<file path="src/rtl/cmp_mask_packer.sv">
// Packs per-element compare results into a one-bit-per-element mask for vd write-back.
// Optional macro CMP_MASK_TAIL_AGNOSTIC_EN: tail bits (index >= vl) are filled with ones at start.
module cmp_mask_packer #(
    parameter int unsigned  DATA_WIDTH = 32,
    parameter int unsigned  ELEM_MAX   = 32,
    localparam int unsigned VL_W       = $clog2(ELEM_MAX + 1)
) (
    input  logic                  module_clk_i,
    input  logic                  module_rst_ni,
    input  logic                  start_i,
    input  logic [VL_W-1:0]       vl_i,
    input  logic                  vm_i,
    input  logic [ELEM_MAX-1:0]   v0_i,
    input  logic [ELEM_MAX-1:0]   old_mask_i,
    input  logic                  res_valid_i,
    input  logic [DATA_WIDTH-1:0] res_i,
    output logic                  res_ready_o,
    output logic [VL_W-1:0]       elem_idx_o,
    output logic                  busy_o,
    output logic                  mask_valid_o,
    output logic [ELEM_MAX-1:0]   mask_o,
    input  logic                  mask_ready_i,
    output logic                  err_o
);

    typedef enum logic [1:0] {StIdle, StCollect, StDone} state_e;

    state_e              state_q, state_d;
    logic [ELEM_MAX-1:0] mask_q, mask_d;
    logic [ELEM_MAX-1:0] v0_q, v0_d;
    logic [ELEM_MAX-1:0] old_q, old_d;
    logic [VL_W-1:0]     idx_q, idx_d;
    logic [VL_W-1:0]     vl_q, vl_d;
    logic                vm_q, vm_d;
    logic                err_q, err_d;

    logic [VL_W-1:0]     vl_clamp;
    logic                start_ok;
    logic                accept;
    logic                last;
    logic                unused_res;

    // Only the element flag matters; upper bits may carry min/max passthrough data.
    assign unused_res = ^res_i[DATA_WIDTH-1:1];

    assign vl_clamp = (vl_i > VL_W'(ELEM_MAX)) ? VL_W'(ELEM_MAX) : vl_i;
    assign start_ok = (state_q == StIdle) && start_i;
    assign accept   = (state_q == StCollect) && res_valid_i;
    assign last     = accept && (idx_q == vl_q - VL_W'(1));

    always_ff @(posedge module_clk_i or negedge module_rst_ni) begin
        if (!module_rst_ni) begin
            state_q <= StIdle;
        end else begin
            state_q <= state_d;
        end
    end

    always_comb begin
        state_d = state_q;
        unique case (state_q)
            StIdle: begin
                if (start_i) begin
                    state_d = (vl_clamp == '0) ? StDone : StCollect;
                end
            end
            StCollect: begin
                if (last) begin
                    state_d = StDone;
                end
            end
            StDone: begin
                if (mask_ready_i) begin
                    state_d = StIdle;
                end
            end
            default: state_d = StIdle;
        endcase
    end

    always_comb begin
        res_ready_o  = (state_q == StCollect);
        busy_o       = (state_q != StIdle);
        mask_valid_o = (state_q == StDone);
        mask_o       = (state_q == StDone) ? mask_q : '0;
        elem_idx_o   = (state_q == StCollect) ? idx_q : '0;
        err_o        = err_q;
    end

    always_comb begin
        mask_d = mask_q;
        idx_d  = idx_q;
        vl_d   = vl_q;
        vm_d   = vm_q;
        v0_d   = v0_q;
        old_d  = old_q;
        err_d  = err_q;

        if (start_ok) begin
            vl_d  = vl_clamp;
            vm_d  = vm_i;
            v0_d  = v0_i;
            old_d = old_mask_i;
            idx_d = '0;
`ifdef CMP_MASK_TAIL_AGNOSTIC_EN
            // vl == 0 writes nothing, so the old value passes through untouched.
            for (int unsigned i = 0; i < ELEM_MAX; i++) begin
                mask_d[i] = ((vl_clamp != '0) && (VL_W'(i) >= vl_clamp)) ? 1'b1 : old_mask_i[i];
            end
`else
            mask_d = old_mask_i;
`endif
        end

        if (accept) begin
            for (int unsigned i = 0; i < ELEM_MAX; i++) begin
                if (VL_W'(i) == idx_q) begin
                    mask_d[i] = (vm_q || v0_q[i]) ? res_i[0] : old_q[i];
                end
            end
            idx_d = idx_q + VL_W'(1);
        end

        if ((start_i && (state_q != StIdle)) || (res_valid_i && (state_q != StCollect))) begin
            err_d = 1'b1;
        end
    end

    always_ff @(posedge module_clk_i or negedge module_rst_ni) begin
        if (!module_rst_ni) begin
            mask_q <= '0;
            idx_q  <= '0;
            vl_q   <= '0;
            vm_q   <= 1'b0;
            v0_q   <= '0;
            old_q  <= '0;
            err_q  <= 1'b0;
        end else begin
            mask_q <= mask_d;
            idx_q  <= idx_d;
            vl_q   <= vl_d;
            vm_q   <= vm_d;
            v0_q   <= v0_d;
            old_q  <= old_d;
            err_q  <= err_d;
        end
    end

endmodule

</file>
<file path="config.mk">
export PLATFORM = sky130hd
export DESIGN_NAME = cmp_mask_packer
export DESIGN_NICKNAME = d
export VERILOG_FILES = /design/src/rtl/cmp_mask_packer.sv
export SDC_FILE = /design/constraint.sdc
export NUM_CORES = 1
export LEC_CHECK = 0
export ABC_CLOCK_PERIOD_IN_PS = 1900
export CAP_MARGIN = 20
export CORE_MARGIN = 5
export CORE_UTILIZATION = 49
export CTS_CLUSTER_SIZE = 8
export DETAILED_ROUTE_END_ITERATION = 16
export PLACE_DENSITY_LB_ADDON = 0.3
export SYNTH_ARGS = -nofsm -noshare
export SYNTH_HDL_FRONTEND = slang
export SYNTH_SLANG_ARGS = --single-unit
</file>
<file path="constraint.sdc">
create_clock -name module_clk_i -period 1.9 [get_ports module_clk_i]
set_input_delay 0.19 -clock module_clk_i [delete_from_list [all_inputs] [get_ports module_clk_i]]
set_output_delay 0.19 -clock module_clk_i [all_outputs]
set_load 0.05 [all_outputs]
</file>
Word level (Yosys, flattened, before mapping). Index checks and enable logic that the tools add are counted.

Register bits: 112. Latch bits: 0. Bits in writable memories: 0. ROM bits: 0. Input bits: 108. Output and inout bits: 42. Memories: 0.

Add/subtract/negate cells: 2. Multipliers: 0. Divide/modulo/power cells: 0. Magnitude comparators: 1. Equality and inequality tests: 38. Shift-type cells: 0. Mux-type cells: 76. Bitwise operators: 0. Reductions and logical operators: 44.

Operators by type and width (number): equality test 5 x 6 -> 1 bit (first input constant) (16); 2-to-1 mux 32 bit (3); 2-to-1 mux 1 bit (64); equality test 4 x 6 -> 1 bit (first input constant) (8); logical OR 1 bit (33); equality test 3 x 6 -> 1 bit (first input constant) (4); 2-to-1 mux 6 bit (4); equality test 2 x 6 -> 1 bit (first input constant) (2); zero test 6 bit (2); 2-to-1 mux 2 bit (4); adder 6 x 1 -> 6 bit (second input constant) (1); equality test 1 x 6 -> 1 bit (first input constant) (1); equality test 6 bit (1); > comparator 6 bit (second input constant) (1); != test 2 x 1 -> 1 bit (second input constant) (3); one-hot mux 2 bit (3 select lines) (1); subtractor 6 x 1 -> 6 bit (second input constant) (1); logical AND 1 bit (5); nonzero test 2 bit (2); AND reduction 3 bit (1); equality test 2 x 1 -> 1 bit (second input constant) (1); equality test 2 bit (second input constant) (1); zero test 2 bit (1); != test 2 bit (second input constant) (1).

Logic depth before layout (Yosys ltp).
Depth after elaboration: 6. Depth in mapped cells: 6. Depth with buffers taken out: 6.

Worst setup path after synthesis. OpenSTA, ideal clock, no wires.

Path type: reg-to-output. Start point: register state_q[1]. End point: output mask_o[22]. Arrival time: 1.798 ns. Slack: -0.088 ns. Cell stages (with the launch flop): 4. Path buffers: 1. Cell sequence: dfrtp_1 -> nor2b_1 -> clkbuf_1 -> and2_1.

Longest elaborated chain between the ends: 2.

RTL lines: from (decl) (RTL line 28) `state_e state_q, state_d;`; from (signal assigned) (RTL line 53) `state_q <= StIdle;`; from (signal assigned) (RTL line 55) `state_q <= state_d;`; equality test 2 bit; named net mask_valid_o (RTL line 20) `output logic mask_valid_o,`; 2-to-1 mux 32 bit (RTL line 85) `mask_o = (state_q == StDone) ? mask_q : '0;`; to (decl) (RTL line 21) `output logic [ELEM_MAX-1:0] mask_o,`.

The timed path passes the listed nets, and every way through them passes these cells.

Worst setup path in the final report.
Start point: register state_q[1]. End point: output elem_idx_o[5].

Longest elaborated chain between the ends: 2.

RTL lines: equality test 2 x 1 -> 1 bit (RTL line 86) `elem_idx_o = (state_q == StCollect) ? idx_q : '0;`; 2-to-1 mux 6 bit (RTL line 86); to (decl) (RTL line 18) `output logic [VL_W-1:0] elem_idx_o,`.

Every way passes these cells.

==> implementation parameters <==
Parameter                              Value

Run status
  Result of the run ... complete, no violations

Floorplanning
  Core Region ... 11500 sq um
  Floorplan row count ... 39
  Chip Width ... 119 um
  Die ar. ... 14100 sq um
  Num ports ... 150
  Die Y-Extent ... 119 um
  Starting utilization of the core area ... 50.3%

Critical path
  Data required, critical path ... 1.71 ns
  Critical R2R Capture ... mask_q[12]$_DFF_PN0_
  Kind of critical path ... flip-flop to output pin
  Crit start category ... flip-flop
  Largest stage delay, worst path ... between 0.4 and 0.5 ns
  Beginning of the critical path ... state_q[1]$_DFFE_PN0P_
  Worst path top cell family by delay ... simple AND/OR/NAND/NOR gates
  Critical path, cell by cell ... or2b_2 > inv_2 > and2_1 > buf_12
  Worst r2r src ... idx_q[1]$_DFFE_PN0P_
  Worst R2R Setup Slack ... 0.14 ns
  Largest fanout on the critical path ... 6
  Kind of end point of the critical path ... output pin
  Worst EP arrival ... about 1.7 ns
  Crit. path cell count ... 4
  Count of buffer and inverter cells on the critical path ... 2
  Worst path slowest cell ... sky130_fd_sc_hd__dfrtp_2
  Number of cell instances on the worst register-to-register path ... 7
  Endpoint of the worst setup timing path ... elem_idx_o[5]

Global route
  Met1 usage in global routing ... 28.6%
  Most crowded layer after global routing ... met2
  First-pass GRT wire length ... 26500 um
  Fraction of met3 tracks used by global routing ... 5.01%
  Global-route usage over all layers ... 23.0%
  Initial antenna violation count ... 0
  Remaining Overflow, GRT ... 0
  Maximum number of pins on one net before global-route repair ... 62
  Via count of the first global-routing pass ... 5390
  Met2 global-route usage ... between 30% and 40%

Routing
  Routed vias ... 5222
  Routed wire length per instance ... 16.7 um
  Antenna Nets Post-Route ... 0
  DR vias/cell ... around 5.5
  Total length of routed wires ... 15800 um
  DRC marker count from the first detailed-route iteration ... 439
  Pre-Repair DR Iteration Count ... 5
  Drt drc ... 0

STA
  Number of max-slew violations in the final report ... 0
  Layout Skew ... 0.00869 ns
  Setup violations, final ... 0
  Unrepaired setup endpoints after global routing ... yes
  Crit path time final ... 1.84 ns
  Final sum of negative setup slack ... 0 ns
  Max Fclk ... 544 MHz
  Final Hold Vio Count ... 0
  Portion of the clock cycle consumed by the worst path in the final layout ... 96.8%
  Worst-case hold slack ... 0.219 ns
  Worst max-slew margin expressed relative to the limit ... 66.6%
  Slew @ Worst Pin ... 0.499 ns

Synthesis
  Netlist cell types ... between 40 and 50
  Fraction of synthesized cell area taken by the top area cell type ... 48.4%
  Share of flip-flops with an asynchronous set or reset ... 100%
  Cell type contributing the most total cell area after synthesis ... sky130_fd_sc_hd__dfrtp_1
  Post-synthesis area per instance ... 8.55 sq um
  Synthesized area ... 5790 sq um
  Post-synth net total ... 790
  Count of flip-flops with a built-in enable after synthesis ... 0
  Number of synthesized register bits ... 112
  YS warnings ... 0
  Main flop type after synthesis ... sky130_fd_sc_hd__dfrtp_1
  Post-synthesis cell count ... 677
  Sequential share of the synthesized area ... 48.4%
  Ranking of synthesized cells by area ... sky130_fd_sc_hd__dfrtp_1 (48%), sky130_fd_sc_hd__nand2_1 (17%), sky130_fd_sc_hd__mux2i_1 (5.4%)

Clock tree
  CTS Sinks ... 112
  Clock tree from TritonCTS ... done
  CTS clk-pin slew, worst paths ... 0.08 ns
  Skew-Pair Late Insertion Delay ... around 0.35 ns
  Buffer type at the clock tree root ... sky130_fd_sc_hd__clkbuf_16
  H-tree levels ... 3
  Worst-case clock buffer depth ... 2
  Total clock buffers created by CTS ... 9

Finish
  Fraction of layout cells with a size suffix above 1 ... 14.1%
  Most used cells in the layout excluding fill and tap cells ... sky130_fd_sc_hd__nand2_1 (262), sky130_fd_sc_hd__dfrtp_1 (109), sky130_fd_sc_hd__clkdlybuf4s50_1 (76), sky130_fd_sc_hd__buf_12 (47), sky130_fd_sc_hd__nor2_1 (42)
  Number of nets in the final layout ... between 900 and 1000
  Area growth syn-to-layout ... 38.1%
  Most common library cell in the layout ignoring fill and taps ... sky130_fd_sc_hd__nand2_1
  Number of diodes added for antenna fixing ... 0

Power and ir drop
  Power per standard cell area ... 1330 nW/um^2
  VDD IR max ... between 0.001 and 0.0015 V
  LEAKAGE ... between 3 and 4 nW
  PnR Total Power ... 10.7 mW

Placement
  Number of I/O port buffers ... 118
  DP HPWL ... 11300 um
  Final weighted congestion in routability-driven placement ... 0.843

Run
  Max-cap violations ... 0

Min path
  Worst hold path class ... input pin to asynchronous set/reset pin
metal layers:
metal / up-vias / routed length (um) / part of all wire [%]
met2: 207 / 8090 / 51
met4: 0 / 349 / 2.2
met5: - / 0 / 0
li1: 2451 / - / -
met3: 30 / 1040 / 6.6
met1: 2534 / 6320 / 40
registers in the layout (all words and copies together) (netlist names):
name     flops
vl_q         6
v0_q        32
err_o        1
state_q      2
old_q       32
idx_q        6
vm_q         1
mask_q      32
cells in the mapped netlist, drive strengths merged (10+ instances only):
library cell / instances
and2: 37
a31oi: 33
inv: 12
nand2: 263
clkbuf: 20
nor2: 43
and3: 24
o21ai: 10
dfrtp: 112
nand3: 10
mux2i: 31
buf: 19
area by class of cell:
cell class / instances / area, sq um
inverters: 12 / 45.0
flip-flops and latches: 112 / 2810
clock inverters: 6 / 66.3
fillers: 876 / 3520
repair buffers: 149 / 1900
clock buffers: 10 / 239
well taps: 143 / 179
multi-input cells: 513 / 2760
through the flow:
stage               worst slack, ns  instances  utilization, %  area [sq um]
finish                       0.0613        945            69.4          8000
global route                -0.0109        945            69.4          8000
CTS                          0.0190        944            69.3          7980
detailed placement           0.0960        927            66.5          7660
global placement              0.138        927            66.5          7660
floorplan                     0.105        677               -          5790
power breakdown:
| part | leakage, nW | switching [mW] | internal, mW | total, mW |
|---|---|---|---|---|
| Sequential | 1.41 | 0.688 | 3.42 | 4.11 |
| Combinational | 2.34 | 2.61 | 2.00 | 4.61 |
| Clock | 0.153 | 0.874 | 1.07 | 1.94 |
| Total | 3.90 | 4.17 | 6.48 | 10.7 |
timing repair:
item / 4_1_cts / 5_1_grt
gates resized for setup: 2 / 4
endpoints found under the setup margin: 4 / 40
hold buffers: 1 / 0
hold endpoints to repair: 57 / 0
setup buffers: 0 / 1
logic make-up (layout without fill, tap and decap cells):
family	after synthesis	count (layout)	share of synthesized area, %
AOI/OAI and AO/OA	53	53	5.73
muxes	33	33	5.75
DFF	112	112	48.4
buffers and inverters	52	177	4.28
xor gates and xnor gates	6	6	0.908
adders and majority gates	5	5	1.08
and+or+nand+nor	416	416	33.8
how the worst min path moves through the flow:
stage | start | end | slack [ns] | depth (start not counted)
after floorplan | module_rst_ni | err_o$_DFFE_PN0P_ | -0.11 | 0
after global placement | module_rst_ni | old_q[18]$_DFFE_PN0P_ | 0.04 | 1
after CTS | module_rst_ni | old_q[18]$_DFFE_PN0P_ | 0.22 | 2
after global routing | module_rst_ni | old_q[18]$_DFFE_PN0P_ | 0.23 | 2
final | module_rst_ni | old_q[18]$_DFFE_PN0P_ | 0.22 | 2
after detailed placement | module_rst_ni | old_q[18]$_DFFE_PN0P_ | 0.04 | 1
Power figures use the tool's default switching activity.
==> RTL edit: new RTL, same flow settings <==
Make the reset (`module_rst_ni`) synchronous in 2 clocked blocks.
--- a/src/rtl/cmp_mask_packer.sv
+++ b/src/rtl/cmp_mask_packer.sv
@@ -48,7 +48,7 @@
     assign accept   = (state_q == StCollect) && res_valid_i;
     assign last     = accept && (idx_q == vl_q - VL_W'(1));
 
-    always_ff @(posedge module_clk_i or negedge module_rst_ni) begin
+    always_ff @(posedge module_clk_i) begin
         if (!module_rst_ni) begin
             state_q <= StIdle;
         end else begin
@@ -126,7 +126,7 @@
         end
     end
 
-    always_ff @(posedge module_clk_i or negedge module_rst_ni) begin
+    always_ff @(posedge module_clk_i) begin
         if (!module_rst_ni) begin
             mask_q <= '0;
             idx_q  <= '0;
Formal check against the unedited RTL: differs if module_rst_ni is asserted again (counterexample within 4 cycles, from zero or initial values and one cycle with module_rst_ni low); with module_rst_ni held inactive, the same outputs for 4 cycles.
==> RTL edit against the unedited design <==
Count of clock-buffer cells in the layout did not move; critical path depth did not move; final area fell by 6.9%; wire length fell by 3.6%; hold slack improved by 0.14 ns; sequential cell count did not move; area after synthesis fell by 5.7%; worst setup slack improved by 0.034 ns.
Power is not compared: it rests on default switching activity, and its combinational part moved more than twofold at a synthesized area within 25%.
==> RTL edit: results <==
export IMPL_timing_rr_start="vl_q[0]"
export IMPL_vias=5149
export IMPL_critPathLaunch="state_q[1]"
export IMPL_dpl_cell_area_mm2=0.00724
export IMPL_tightest_slew_ns=0.606
export IMPL_cpPeakStageDelay_ns=0.41
export IMPL_preCtsSetupSlack_ns=-0.0370
export IMPL_viasPerCell=5.65
export IMPL_ys_top_cells_by_area="dfxtp_1, nand2_1, a21oi_1"
export IMPL_drtIter0Drc=448
export IMPL_synthFlopType="dfxtp_1"
export IMPL_cts_root_buf="clkbuf_8"
export IMPL_grt_util_all_layers=0.227
export IMPL_grt_pass1_vias=5178
export IMPL_synthesis_nets=781
export IMPL_hold_class="primary input to register"
export IMPL_final_nets=879
export IMPL_endpoint="mask_o[19]"
export IMPL_crit_arrival_ns=1.61
export IMPL_gp_congestion=0.827
export IMPL_cp_max_fo=24
export IMPL_wirelength_mm=15.2
export IMPL_clock_skew_ns=0.0134
export IMPL_setup_slack_ns=0.0954
export IMPL_status="finished clean"
export IMPL_clk_latency_ns=0.37
export IMPL_wirelength_met1_mm=6.16
export IMPL_min_to="v0_q[9]"
export IMPL_crit_path_top_delay_cell="dfxtp_2"
export IMPL_dr_wl_met2_mm=7.69
export IMPL_postSynthAreaPerCell_um2=8.17
export IMPL_dp_hpwl_mm=10.8
export IMPL_r2r_end="state_q[1]"
export IMPL_holdWs_ns=0.359
export IMPL_portBuffers=118
export IMPL_clk_pin_slew_ns=0.11
export IMPL_dr_wl_met3_mm=1.05
export IMPL_synth_cells_most_frequent="nand2_1, dfxtp_1, a21oi_1"
export IMPL_grt_max_degree=59
export IMPL_drive_gt1_frac=0.169
export IMPL_use_met3=0.0402
export IMPL_placed_cells=895
export IMPL_grt_pass1_wl_mm=24.6
export IMPL_ys_warn_count=0
==> RTL edit: cell type report <==
cell class / instances / area, um2
clock buffers: 10 / 138
flip-flops and latches: 112 / 2240
multi-input cells: 495 / 2960
repair buffers: 140 / 1850
well taps: 140 / 175
fillers: 862 / 3450
inverters: 8 / 30.0
clock inverters: 6 / 50.0
==> RTL edit: power by group through the flow <==
stage / logic (W) / clock network [W] / registers, W
6_report: 0.00220 / 0.00137 / 0.00287
5_1_grt: 0.00240 / 0.00149 / 0.00290
4_1_cts: 0.00219 / 0.00138 / 0.00285
3_5_place_dp: 0.00218 / 0 / 0.00291
3_3_place_gp: 0.00210 / 0 / 0.00289
2_1_floorplan: 0.00148 / 0 / 0.00286
==> RTL edit: per-stage QoR <==
stage | power (W) | util
6_report | 0.00643 | 0.684
5_1_grt | 0.00679 | 0.684
4_1_cts | 0.00642 | 0.683
3_5_place_dp | 0.00509 | 0.665
3_3_place_gp | 0.00499 | 0.665
2_1_floorplan | 0.00434 | -
==> RTL edit: tightest hold or removal path: stages <==
cell and delay, ns:
clkdlybuf4s50_1 0.39, nand2_1 0.06, a21oi_1 0.05
==> RTL edit: logic make-up (layout without fill, tap and decap cells) <==
| group | Yosys count | count (layout) | synth area share |
|---|---|---|---|
| AND/OR/NAND/NOR | 294 | 294 | 0.254 |
| AO/OA/AOI/OAI | 157 | 157 | 0.196 |
| buffers and inverters | 61 | 164 | 0.0504 |
| XOR/XNOR | 7 | 7 | 0.0112 |
| adder cells (fa/ha/maj) | 5 | 5 | 0.0115 |
| flip-flops | 112 | 112 | 0.411 |
| multiplexers | 32 | 32 | 0.0660 |
==> RTL edit: timing repair <==
action / in CTS / in global routing
cloned: 0 / 0
gates resized for setup: 1 / 3
hold buffers: 0 / 0
setup endpoints to repair: 16 / 28
